## src/rtl/ifu_fetch.sv

```systemverilog
// Instruction-fetch unit: owns the fetch PC, issues imem requests under a credit
// limit, buffers returned words for ID and keeps exactly one delay slot per redirect.
module ifu_fetch #(
    parameter logic [31:0] RESET_PC = 32'h0000_3000,
    parameter int          DEPTH    = 2
) (
    input  logic        clk,
    input  logic        reset_n,
    input  logic        redirect_valid,
    input  logic [31:0] redirect_pc,
    output logic        imem_req,
    output logic [31:0] imem_addr,
    input  logic        imem_gnt,
    input  logic        imem_rvalid,
    input  logic [31:0] imem_rdata,
    output logic        id_valid,
    output logic [31:0] id_pc,
    output logic [31:0] id_instr,
    input  logic        id_ready
);
    localparam logic [2:0] DEPTH_C = 3'(DEPTH);
    localparam logic [3:0] DEPTH_W = 4'(DEPTH);

    logic [31:0] pcq        [4];
    logic [31:0] ibuf_pc    [4];
    logic [31:0] ibuf_instr [4];
    logic [1:0]  q_head, b_head;
    logic [2:0]  out_cnt, buf_cnt, drop_cnt;
    logic [31:0] fetch_pc, pend_pc, hold_pc, hold_instr;
    logic        keep_next, pend_valid;

    logic        pop, issue, push, buf_clear, buf_trim;
    logic [3:0]  credit;
    logic [2:0]  drop_nxt;
    logic [31:0] fetch_pc_nxt, pend_pc_nxt;
    logic        keep_nxt, pend_valid_nxt;

    function automatic logic [1:0] wrap_add(input logic [1:0] a, input logic [2:0] b);
        logic [2:0] s;
        s = {1'b0, a} + b;
        if (s >= DEPTH_C) s = s - DEPTH_C;
        return s[1:0];
    endfunction

    // The credit check counts a same-cycle pop so a 1-cycle memory sustains full rate.
    assign pop       = (buf_cnt != 3'd0) && id_ready;
    assign credit    = {1'b0, out_cnt} + {1'b0, buf_cnt} - {3'b000, pop};
    assign imem_req  = reset_n && !redirect_valid && (credit < DEPTH_W);
    assign imem_addr = fetch_pc;
    assign issue     = imem_req && imem_gnt;
    assign id_valid  = (buf_cnt != 3'd0);
    assign id_pc     = id_valid ? ibuf_pc[b_head]    : hold_pc;
    assign id_instr  = id_valid ? ibuf_instr[b_head] : hold_instr;

    always_comb begin
        // NOTE: every output of this block gets a default first, so no path can infer a latch.
        push           = 1'b0;
        buf_clear      = 1'b0;
        buf_trim       = 1'b0;
        drop_nxt       = drop_cnt;
        keep_nxt       = keep_next;
        pend_valid_nxt = pend_valid;
        pend_pc_nxt    = pend_pc;
        fetch_pc_nxt   = fetch_pc;

        if (imem_rvalid) begin
            if (keep_next) begin
                push     = 1'b1;
                keep_nxt = 1'b0;
            end else if (drop_cnt != 3'd0) begin
                drop_nxt = drop_cnt - 3'd1;
            end else begin
                push = 1'b1;
            end
        end

        if (issue) begin
            if (pend_valid) begin
                fetch_pc_nxt   = pend_pc;
                pend_valid_nxt = 1'b0;
            end else begin
                fetch_pc_nxt = fetch_pc + 32'd4;
            end
        end

        // Delay-slot selection: first matching case wins.
        if (redirect_valid) begin
            if (pop) begin
                buf_clear    = 1'b1;
                push         = 1'b0;
                drop_nxt     = out_cnt - 3'(imem_rvalid);
                fetch_pc_nxt = redirect_pc;
            end else if (buf_cnt != 3'd0) begin
                buf_trim     = 1'b1;
                push         = 1'b0;
                drop_nxt     = out_cnt - 3'(imem_rvalid);
                fetch_pc_nxt = redirect_pc;
            end else if (imem_rvalid && (drop_cnt == 3'd0)) begin
                push         = 1'b1;
                drop_nxt     = out_cnt - 3'd1;
                fetch_pc_nxt = redirect_pc;
            end else if (out_cnt != 3'd0) begin
                keep_nxt     = 1'b1;
                drop_nxt     = out_cnt - 3'd1;
                fetch_pc_nxt = redirect_pc;
            end else begin
                pend_valid_nxt = 1'b1;
                pend_pc_nxt    = redirect_pc;
            end
        end
    end

    // NOTE: sequential state uses non-blocking assignments so every register samples pre-edge values.
    always_ff @(posedge clk or negedge reset_n) begin
        if (!reset_n) begin
            fetch_pc   <= RESET_PC;
            out_cnt    <= 3'd0;
            buf_cnt    <= 3'd0;
            drop_cnt   <= 3'd0;
            q_head     <= 2'd0;
            b_head     <= 2'd0;
            keep_next  <= 1'b0;
            pend_valid <= 1'b0;
            pend_pc    <= 32'd0;
            hold_pc    <= 32'd0;
            hold_instr <= 32'd0;
        end else begin
            fetch_pc   <= fetch_pc_nxt;
            drop_cnt   <= drop_nxt;
            keep_next  <= keep_nxt;
            pend_valid <= pend_valid_nxt;
            pend_pc    <= pend_pc_nxt;
            out_cnt    <= out_cnt + 3'(issue) - 3'(imem_rvalid);
            if (imem_rvalid) q_head <= wrap_add(q_head, 3'd1);
            if (buf_clear)     buf_cnt <= 3'd0;
            else if (buf_trim) buf_cnt <= 3'd1;
            else               buf_cnt <= buf_cnt + 3'(push) - 3'(pop);
            if (pop && !buf_clear) b_head <= wrap_add(b_head, 3'd1);
            if (id_valid) begin
                hold_pc    <= id_pc;
                hold_instr <= id_instr;
            end
        end
    end

    // NOTE: FIFO storage is not reset; the counters alone decide which entries are live.
    always_ff @(posedge clk) begin
        if (issue) pcq[wrap_add(q_head, out_cnt)] <= fetch_pc;
        if (push) begin
            ibuf_pc[wrap_add(b_head, buf_cnt)]    <= pcq[q_head];
            ibuf_instr[wrap_add(b_head, buf_cnt)] <= imem_rdata;
        end
    end
endmodule

```

## config.mk

```make
export PLATFORM = sky130hd
export DESIGN_NAME = ifu_fetch
export DESIGN_NICKNAME = d
export VERILOG_FILES = /design/src/rtl/ifu_fetch.sv
export SDC_FILE = /design/constraint.sdc
export NUM_CORES = 1
export LEC_CHECK = 0
export ABC_AREA = 1
export CORE_ASPECT_RATIO = 0.8
export CORE_UTILIZATION = 40
export DETAILED_ROUTE_END_ITERATION = 8
export HOLD_SLACK_MARGIN = 0.1
export PLACE_DENSITY = 0.67
export REMOVE_ABC_BUFFERS = 1
export SLEW_MARGIN = 25
export SYNTH_ARGS = -nofsm -noshare
export SYNTH_HDL_FRONTEND = slang
export SYNTH_SLANG_ARGS = --single-unit
```

## constraint.sdc

```tcl
create_clock -name clk -period 10.8 [get_ports clk]
set_input_delay 2.16 -clock clk [delete_from_list [all_inputs] [get_ports clk]]
set_output_delay 2.16 -clock clk [all_outputs]
set_load 0.005 [all_outputs]
```

==> run_results.csv, run 1 <==
group,metric,value,unit
status,status,"complete, no violations",
global_routing,globalRouteOverflowTotal,0,
detailed_routing,via_count,15700,
placed_design,place_congestion,0.844,
floorplanning,start_util,40.5,%
clock_tree,cts_buffers,51,
placed_design,portBuffers,167,
finish,post-route-util,48.1,%
sta,finClkSkew,0.0207,ns
worst_hold_path,hold_path_class,"flip-flop to flip-flop",
detailed_routing,viasPerCell,5.23,
sta,clock.fmax,0.142,GHz
detailed_routing,first_pass_iters,7,
detailed_routing,drtAntennaViolNets,0,
finish,diodes,0,
placed_design,hpwlAfterDp,30800,um
sta,slew_violations,0,
global_routing,grt_antenna_before_repair,0,
synth,synth_seq_area_share,67.4,%
floorplanning,rows,77,
floorplanning,die_area,57000,um^2
synth,syn_inst,2077,
synth,synth_area_per_cell,10.8,um^2
worst_setup_path,end_kind,"output port",
detailed_routing,drt-total-wl,53200,um
sta,hold_viol_final,0,
finish,syn_to_final_growth,18.7,%
worst_setup_path,cp_slowest_stage_delay,0.58,ns
global_routing,grt_pass1_vias,15322,
clock_tree,cts_tree,"yes",
synth,synthArstFlopShare,27.1,%
global_routing,grt_pass1_wl,83500,um
clock_tree,clock_latency,0.61,ns
clock_tree,post-cts-setup-buffers,0,
global_routing,grtUsageTotal,18.9,%
flow_run,cap_violations,0,
synth,netlist_area,22400,um^2
floorplanning,num_io_pins,168,
sta,setup_viol,0,
synth,synth_seq_cells,527,
worst_setup_path,critical_path_class,"primary input to output port",
global_routing,grt_max_degree,125,
worst_setup_path,cp_top_family,"buffers and inverters",
power,power_leakage,9.82,nW
sta,final.setup.tns,0,ns
clock_tree,cts_resized,0,
worst_setup_path,start_kind,"primary input",
worst_setup_path,worstPathArrival,4.88,ns
sta,grt_setup_unrepaired,"no",
synth,yosysWarningCount,0,
power,max-vdd-ir-drop,0.149,mV
clock_tree,htree_levels,2,
clock_tree,cts_buffer_depth,3,
floorplanning,dieHeight,214,um
clock_tree,clock-sinks,527,
finish,layout-drive-gt1-share,7.33,%
worst_setup_path,cp.required,8.64,ns
sta,relSlewSlack,32.1,%
finish,nNetsFinal,2301,
detailed_routing,wire_per_inst,17.7,um
floorplanning,core,55300,um^2
power,p_per_area,273,nW/um^2
sta,tightestPinTransition,1.02,ns
worst_setup_path,cp_max_fo,26,
clock_tree,holdBufCountCts,0,
floorplanning,die_w,267,um
worst_setup_path,crit_slowest_cell,"clkdlybuf4s50_1",
sta,finalCritPeriodShare,65.2,%
sta,finalCriticalPeriod,7.04,ns
clock_tree,root_buffer,"clkbuf_16",
synth,ys_types,43,
synth,synth-main-ff-cell,"edfxtp_1",
detailed_routing,drc,0,
synth,synth_edf_count,384,
detailed_routing,drtIter0Drc,1450,
worst_setup_path,path_buf_inv,3,
clock_tree,clkTransAtPathRegs,0.06,ns
worst_setup_path,cp_cell_sequence,"clkdlybuf4s50_1 -> nand3_2 -> nand2_2 -> nand2_1 -> fa_1 -> nand3_1 -> nor2_2 -> nand2_2 -> nor2_4 -> buf_4 -> clkdlybuf4s50_1",
[synth_stat cells (all sizes together), types with 3 or more instances]
| library cell | n | area share [%] |
|---|---|---|
| a21oi | 8 | 0.18 |
| a31oi | 131 | 3.7 |
| buf | 43 | 1.2 |
| clkbuf | 69 | 1.2 |
| dfrtp | 141 | 16 |
| edfxtp | 384 | 51 |
| fa | 5 | 0.45 |
| ha | 17 | 0.95 |
| inv | 89 | 1.5 |
| mux2i | 7 | 0.31 |
| nand2 | 303 | 5.1 |
| nand3 | 69 | 1.6 |
| nand3b | 11 | 0.37 |
| nand4 | 4 | 0.18 |
| nor2 | 480 | 8.1 |
| nor3 | 9 | 0.25 |
| o21ai | 227 | 5.1 |
| o21bai | 3 | 0.10 |
| o22ai | 33 | 0.92 |
| or2 | 25 | 0.70 |
| xnor2 | 7 | 0.27 |
| xor2 | 6 | 0.23 |
[area by class of cell]
| type | instances | area [um^2] |
|---|---|---|
| Tap cell | 750 | 938 |
| Inverter | 89 | 343 |
| Clock inverter | 24 | 358 |
| Fill cell | 4956 | 28700 |
| Sequential cell | 527 | 15100 |
| Multi-Input combinational cell | 1349 | 6490 |
| Clock buffer | 72 | 1480 |
| Timing Repair Buffer | 191 | 1880 |
[placed cells by master (no fill, tap or decap), types with 3 or more instances in the layout]
cell type,count
nor2_2,3
o21bai_1,3
a31oi_1,131
nand4_1,3
nand3_1,66
edfxtp_1,384
nor3_2,8
xnor2_1,7
bufinv_16,8
dfrtp_1,139
fa_1,5
buf_6,6
o21ai_1,8
o21ai_0,218
or2_2,24
clkbuf_1,10
ha_1,17
nor2_1,475
clkbuf_8,10
buf_4,18
nand3b_1,11
a21oi_1,8
xor2_1,6
o22ai_1,33
inv_1,80
clkbuf_16,52
clkinv_1,7
clkdlybuf4s50_1,166
inv_2,6
mux2i_1,7
nand2_1,299
nand2_2,3
clkinv_2,6
[path summary, 6_finish.rpt]
kind | startpoint | to | slack, ns | cells past startpoint
max reg2reg | out_cnt[1]$_DFF_PN0_ | out_cnt[2]$_DFF_PN0_ | 6.77 | 13
min | pend_pc[19]$_DFFE_PN0P_ | pend_pc[19]$_DFFE_PN0P_ | 0.47 | 2
max in group asynchronous | reset_n | pend_pc[28]$_DFFE_PN0P_ | 7.97 | 2
min in group asynchronous | reset_n | hold_instr[7]$_DFFE_PN0N_ | 1.52 | 1
max | id_ready | imem_req | 3.76 | 11
min reg2reg | pend_pc[19]$_DFFE_PN0P_ | pend_pc[19]$_DFFE_PN0P_ | 0.47 | 2
[sequential cells by signal (all words and copies together) (netlist names)]
name / count
pend_pc: 32
pcq: 128
pend_valid: 1
buf_cnt: 3
hold_pc: 32
keep_next: 1
ibuf_instr: 128
b_head: 2
hold_instr: 32
out_cnt: 3
drop_cnt: 3
imem_addr: 32
q_head: 2
ibuf_pc: 128
[report_power, final]
part | total, mW | switching, mW | internal, mW
logic | 2.40 | 1.42 | 0.976
registers | 2.95 | 0.292 | 2.66
clock network | 1.92 | 0.768 | 1.15
[layer usage]
layer	vias up	routed length, um	GRT usage [%]
met1	7632	24100	26.2
li1	7478	-	-
met4	0	847	4.91
met5	-	0	0
met3	64	3920	3.40
met2	526	24300	30.6
[cells by family (layout without fill, tap and decap cells)]
| group | count (synthesis) | in the layout | synth area share [%] |
|---|---|---|---|
| adder cells (fa/ha/maj) | 22 | 22 | 1.40 |
| multiplexers | 8 | 8 | 0.363 |
| buffers and inverters | 201 | 376 | 3.86 |
| AND/OR/NAND/NOR | 901 | 901 | 16.4 |
| AO/OA/AOI/OAI | 405 | 405 | 10.0 |
| XOR/XNOR | 13 | 13 | 0.508 |
| flip-flops | 527 | 527 | 67.4 |
[through the flow]
| step | hold WS, ns | total power, mW | instance area, um^2 | instances | setup WS [ns] |
|---|---|---|---|---|---|
| finish | 0.475 | 7.27 | 26600 | 3002 | 3.76 |
| global route | 0.495 | 7.72 | 26600 | 3002 | 3.59 |
| detailed placement | 0.458 | 5.40 | 24800 | 2906 | 3.77 |
| floorplan | 0.437 | 4.28 | 21900 | 1965 | 2.56 |
| CTS | 0.475 | 7.32 | 26600 | 3002 | 3.77 |
| global placement | 0.453 | 5.31 | 24700 | 2905 | 3.77 |
[worst min-delay path: stages, from the launching register on]
cell,delay (ns)
dfrtp_1,0.34
nand2_1,0.06
nand2_1,0.05
Power figures use the tool's default switching activity.
==> inputs of run 2 (changes only) <==
--- a/config.mk
+++ b/config.mk
@@ -10,7 +10,7 @@
 export CORE_UTILIZATION = 40
 export DETAILED_ROUTE_END_ITERATION = 8
 export HOLD_SLACK_MARGIN = 0.1
-export PLACE_DENSITY = 0.67
+export PLACE_DENSITY = 0.69
 export REMOVE_ABC_BUFFERS = 1
 export SLEW_MARGIN = 25
 export SYNTH_ARGS = -nofsm -noshare
==> constraint.sdc (replaced) <==
create_clock -name clk -period 5.7 [get_ports clk]
set_input_delay 1.14 -clock clk [delete_from_list [all_inputs] [get_ports clk]]
set_output_delay 1.14 -clock clk [all_outputs]
set_load 0.005 [all_outputs]
==> run_results.csv, run 2 (synthesis gave the netlist of run 1 again) <==
group,metric,value,unit
global_routing,grt_pass1_vias,14973,
detailed_routing,viasPerCell,5.20,
floorplanning,start_util,40.5,%
power,p_per_area,509,nW/um^2
clock_tree,htree_levels,2,
detailed_routing,drtAntennaViolNets,0,
finish,syn_to_final_growth,18.2,%
worst_setup_path,worstPathArrival,3.60,ns
detailed_routing,drt-total-wl,52400,um
sta,layout_setup_ws,0.963,ns
power,p_sw_share,34.8,%
finish,layout_commonest_cell,"nor2_1",
finish,diodes,0,
worst_setup_path,path_buf_inv,2,
floorplanning,die_w,267,um
power,power_leakage,9.76,nW
finish,fin_area,26500,um^2
worst_setup_path,cp_top_family,"buffers and inverters",
sta,relSlewSlack,31.9,%
worst_setup_path,end_kind,"output port",
worst_setup_path,cp_cell_sequence,"buf_4 -> nor2_1 -> nor2_1 -> o21ai_0 -> a31oi_1 -> clkdlybuf4s50_1",
placed_design,portBuffers,167,
finish,most-common-layout-cells,"475 x nor2_1, 384 x edfxtp_1, 299 x nand2_1, 218 x o21ai_0, 166 x clkdlybuf4s50_1",
detailed_routing,drtIter0Drc,1614,
global_routing,globalRouteOverflowTotal,0,
power,p_switching,4.69,mW
power,cell_internal_pwr,8.79,mW
finish,layout-drive-gt1-share,7.62,%
clock_tree,clock_latency,0.60,ns
worst_hold_path,hold_path_class,"primary input to asynchronous set/reset pin",
sta,fin_hold_ws,0.343,ns
finish,stdcell_count,3006,
sta,finClkSkew,0.0110,ns
placed_design,place_congestion,0.860,
worst_setup_path,cp_slowest_stage_delay,0.91,ns
clock_tree,post-cts-setup-buffers,0,
floorplanning,core,55300,um^2
placed_design,dp_cells,2909,
placed_design,place_area,24800,um^2
clock_tree,cts_resized,0,
detailed_routing,wire_per_inst,17.4,um
sta,slew_violations,0,
worst_setup_path,critical_path_class,"flip-flop to output port",
placed_design,pre_cts_slack,1.07,ns
power,p_clk_share,24.9,%
global_routing,grt_antenna_before_repair,0,
clock_tree,clkTransAtPathRegs,0.06,ns
clock_tree,cts_buffer_depth,3,
power,combPwrFrac,33.6,%
sta,finalCriticalPeriod,4.74,ns
placed_design,hpwlAfterDp,30500,um
worst_setup_path,cpMostUsedCell,"nor2_1",
sta,clock.fmax,0.211,GHz
flow_run,cap_violations,0,
clock_tree,root_buffer,"clkbuf_16",
floorplanning,die_area,57000,um^2
worst_setup_path,crit_slowest_cell,"dfrtp_4",
worst_setup_path,start_kind,"flip-flop",
status,status,"complete, no violations",
finish,nNetsFinal,2305,
global_routing,grtUsageTotal,18.5,%
detailed_routing,first_pass_iters,7,
clock_tree,cts_tree,"yes",
sta,tightestPinTransition,1.02,ns
worst_setup_path,cp_max_fo,70,
power,max-vdd-ir-drop,0.287,mV
sta,hold_viol_final,0,
power,p_seq_share,41.5,%
floorplanning,dieHeight,214,um
clock_tree,clock-sinks,527,
sta,grt_setup_unrepaired,"no",
finish,reg.largest.list,"ibuf_instr x128, ibuf_pc x128, pcq x128",
sta,finalCritPeriodShare,83.1,%
clock_tree,cts_buffers,51,
global_routing,grt_max_degree,115,
detailed_routing,via_count,15643,
worst_setup_path,cp.required,4.56,ns
sta,setup_viol,0,
clock_tree,holdBufCountCts,0,
floorplanning,num_io_pins,168,
detailed_routing,drc,0,
power,power,13.5,mW
floorplanning,rows,77,
global_routing,grt_pass1_wl,81800,um
-- run 2: cell count changes in the layout (fill, tap and decap cells not counted), moves of 4 or more --
| cell | previous run | this run |
|---|---|---|
| clkinv_2 | 6 | 13 |
| clkbuf_8 | 10 | 4 |
| buf_4 | 18 | 23 |
| bufinv_16 | 8 | 3 |
| clkinv_1 | 7 | 3 |
| clkinvlp_4 | 1 | 5 |
-- run 2: layout make-up --
class | instances | area [um^2]
fillers | 4937 | 28800
flip-flops and latches | 527 | 15100
multi-input cells | 1349 | 6490
repair buffers | 195 | 1930
clock buffers | 67 | 1400
well taps | 750 | 938
inverters | 89 | 345
clock inverters | 29 | 277
-- run 2: worst paths after layout --
path                            slack [ns]                     from  cells after the start                       to
worst max-delay path                  0.96    b_head[0]$_DFFE_PN0P_                      6                id_pc[25]
worst min-delay path                  0.34                  reset_n                      1  hold_pc[16]$_DFFE_PN0N_
worst max register to register        2.46     out_cnt[1]$_DFF_PN0_                      9      pcq[0][3]$_DFFE_PP_
worst min register to register        0.47  pend_pc[21]$_DFFE_PN0P_                      2  pend_pc[21]$_DFFE_PN0P_
max in group asynchronous             4.26                  reset_n                      2  hold_pc[30]$_DFFE_PN0N_
min in group clk                      0.47  pend_pc[21]$_DFFE_PN0P_                      2  pend_pc[21]$_DFFE_PN0P_
-- run 2: stage by stage --
stage                     util, %  setup TNS (ns)
after floorplan                 -         -614.96
after global placement       44.8               0
after detailed placement     44.8               0
after CTS                    47.8               0
after global routing         47.9               0
final                        47.9               0
-- run 2: worst reg2reg max path, stage by stage, from the launching register on --
cell	delay, ns
dfrtp_1	0.46
inv_1	0.15
ha_1	0.36
fa_1	0.54
nand3_1	0.09
nor2_2	0.23
nand4_4	0.12
buf_4	0.31
nor3_2	0.16
buf_4	0.44
-- run 2: power by group through the flow --
stage                     clock (mW)  sequential [mW]  combinational [mW]
after global routing            3.58             5.67                5.09
after detailed placement           0             5.66                4.56
final                           3.35             5.59                4.53
after CTS                       3.43             5.59                4.58
after global placement             0             5.63                4.43
after floorplan                    0             5.58                2.52
-- run 2: layer usage --
| metal | vias to the layer above | routed length [um] | share of wire [%] | track usage, % |
|---|---|---|---|---|
| li1 | 7477 | - | - | - |
| met3 | 71 | 4150 | 7.9 | 3.32 |
| met5 | - | 0 | 0 | 0 |
| met2 | 540 | 23300 | 44 | 29.5 |
| met1 | 7555 | 24000 | 46 | 26.2 |
| met4 | 0 | 984 | 1.9 | 5.01 |
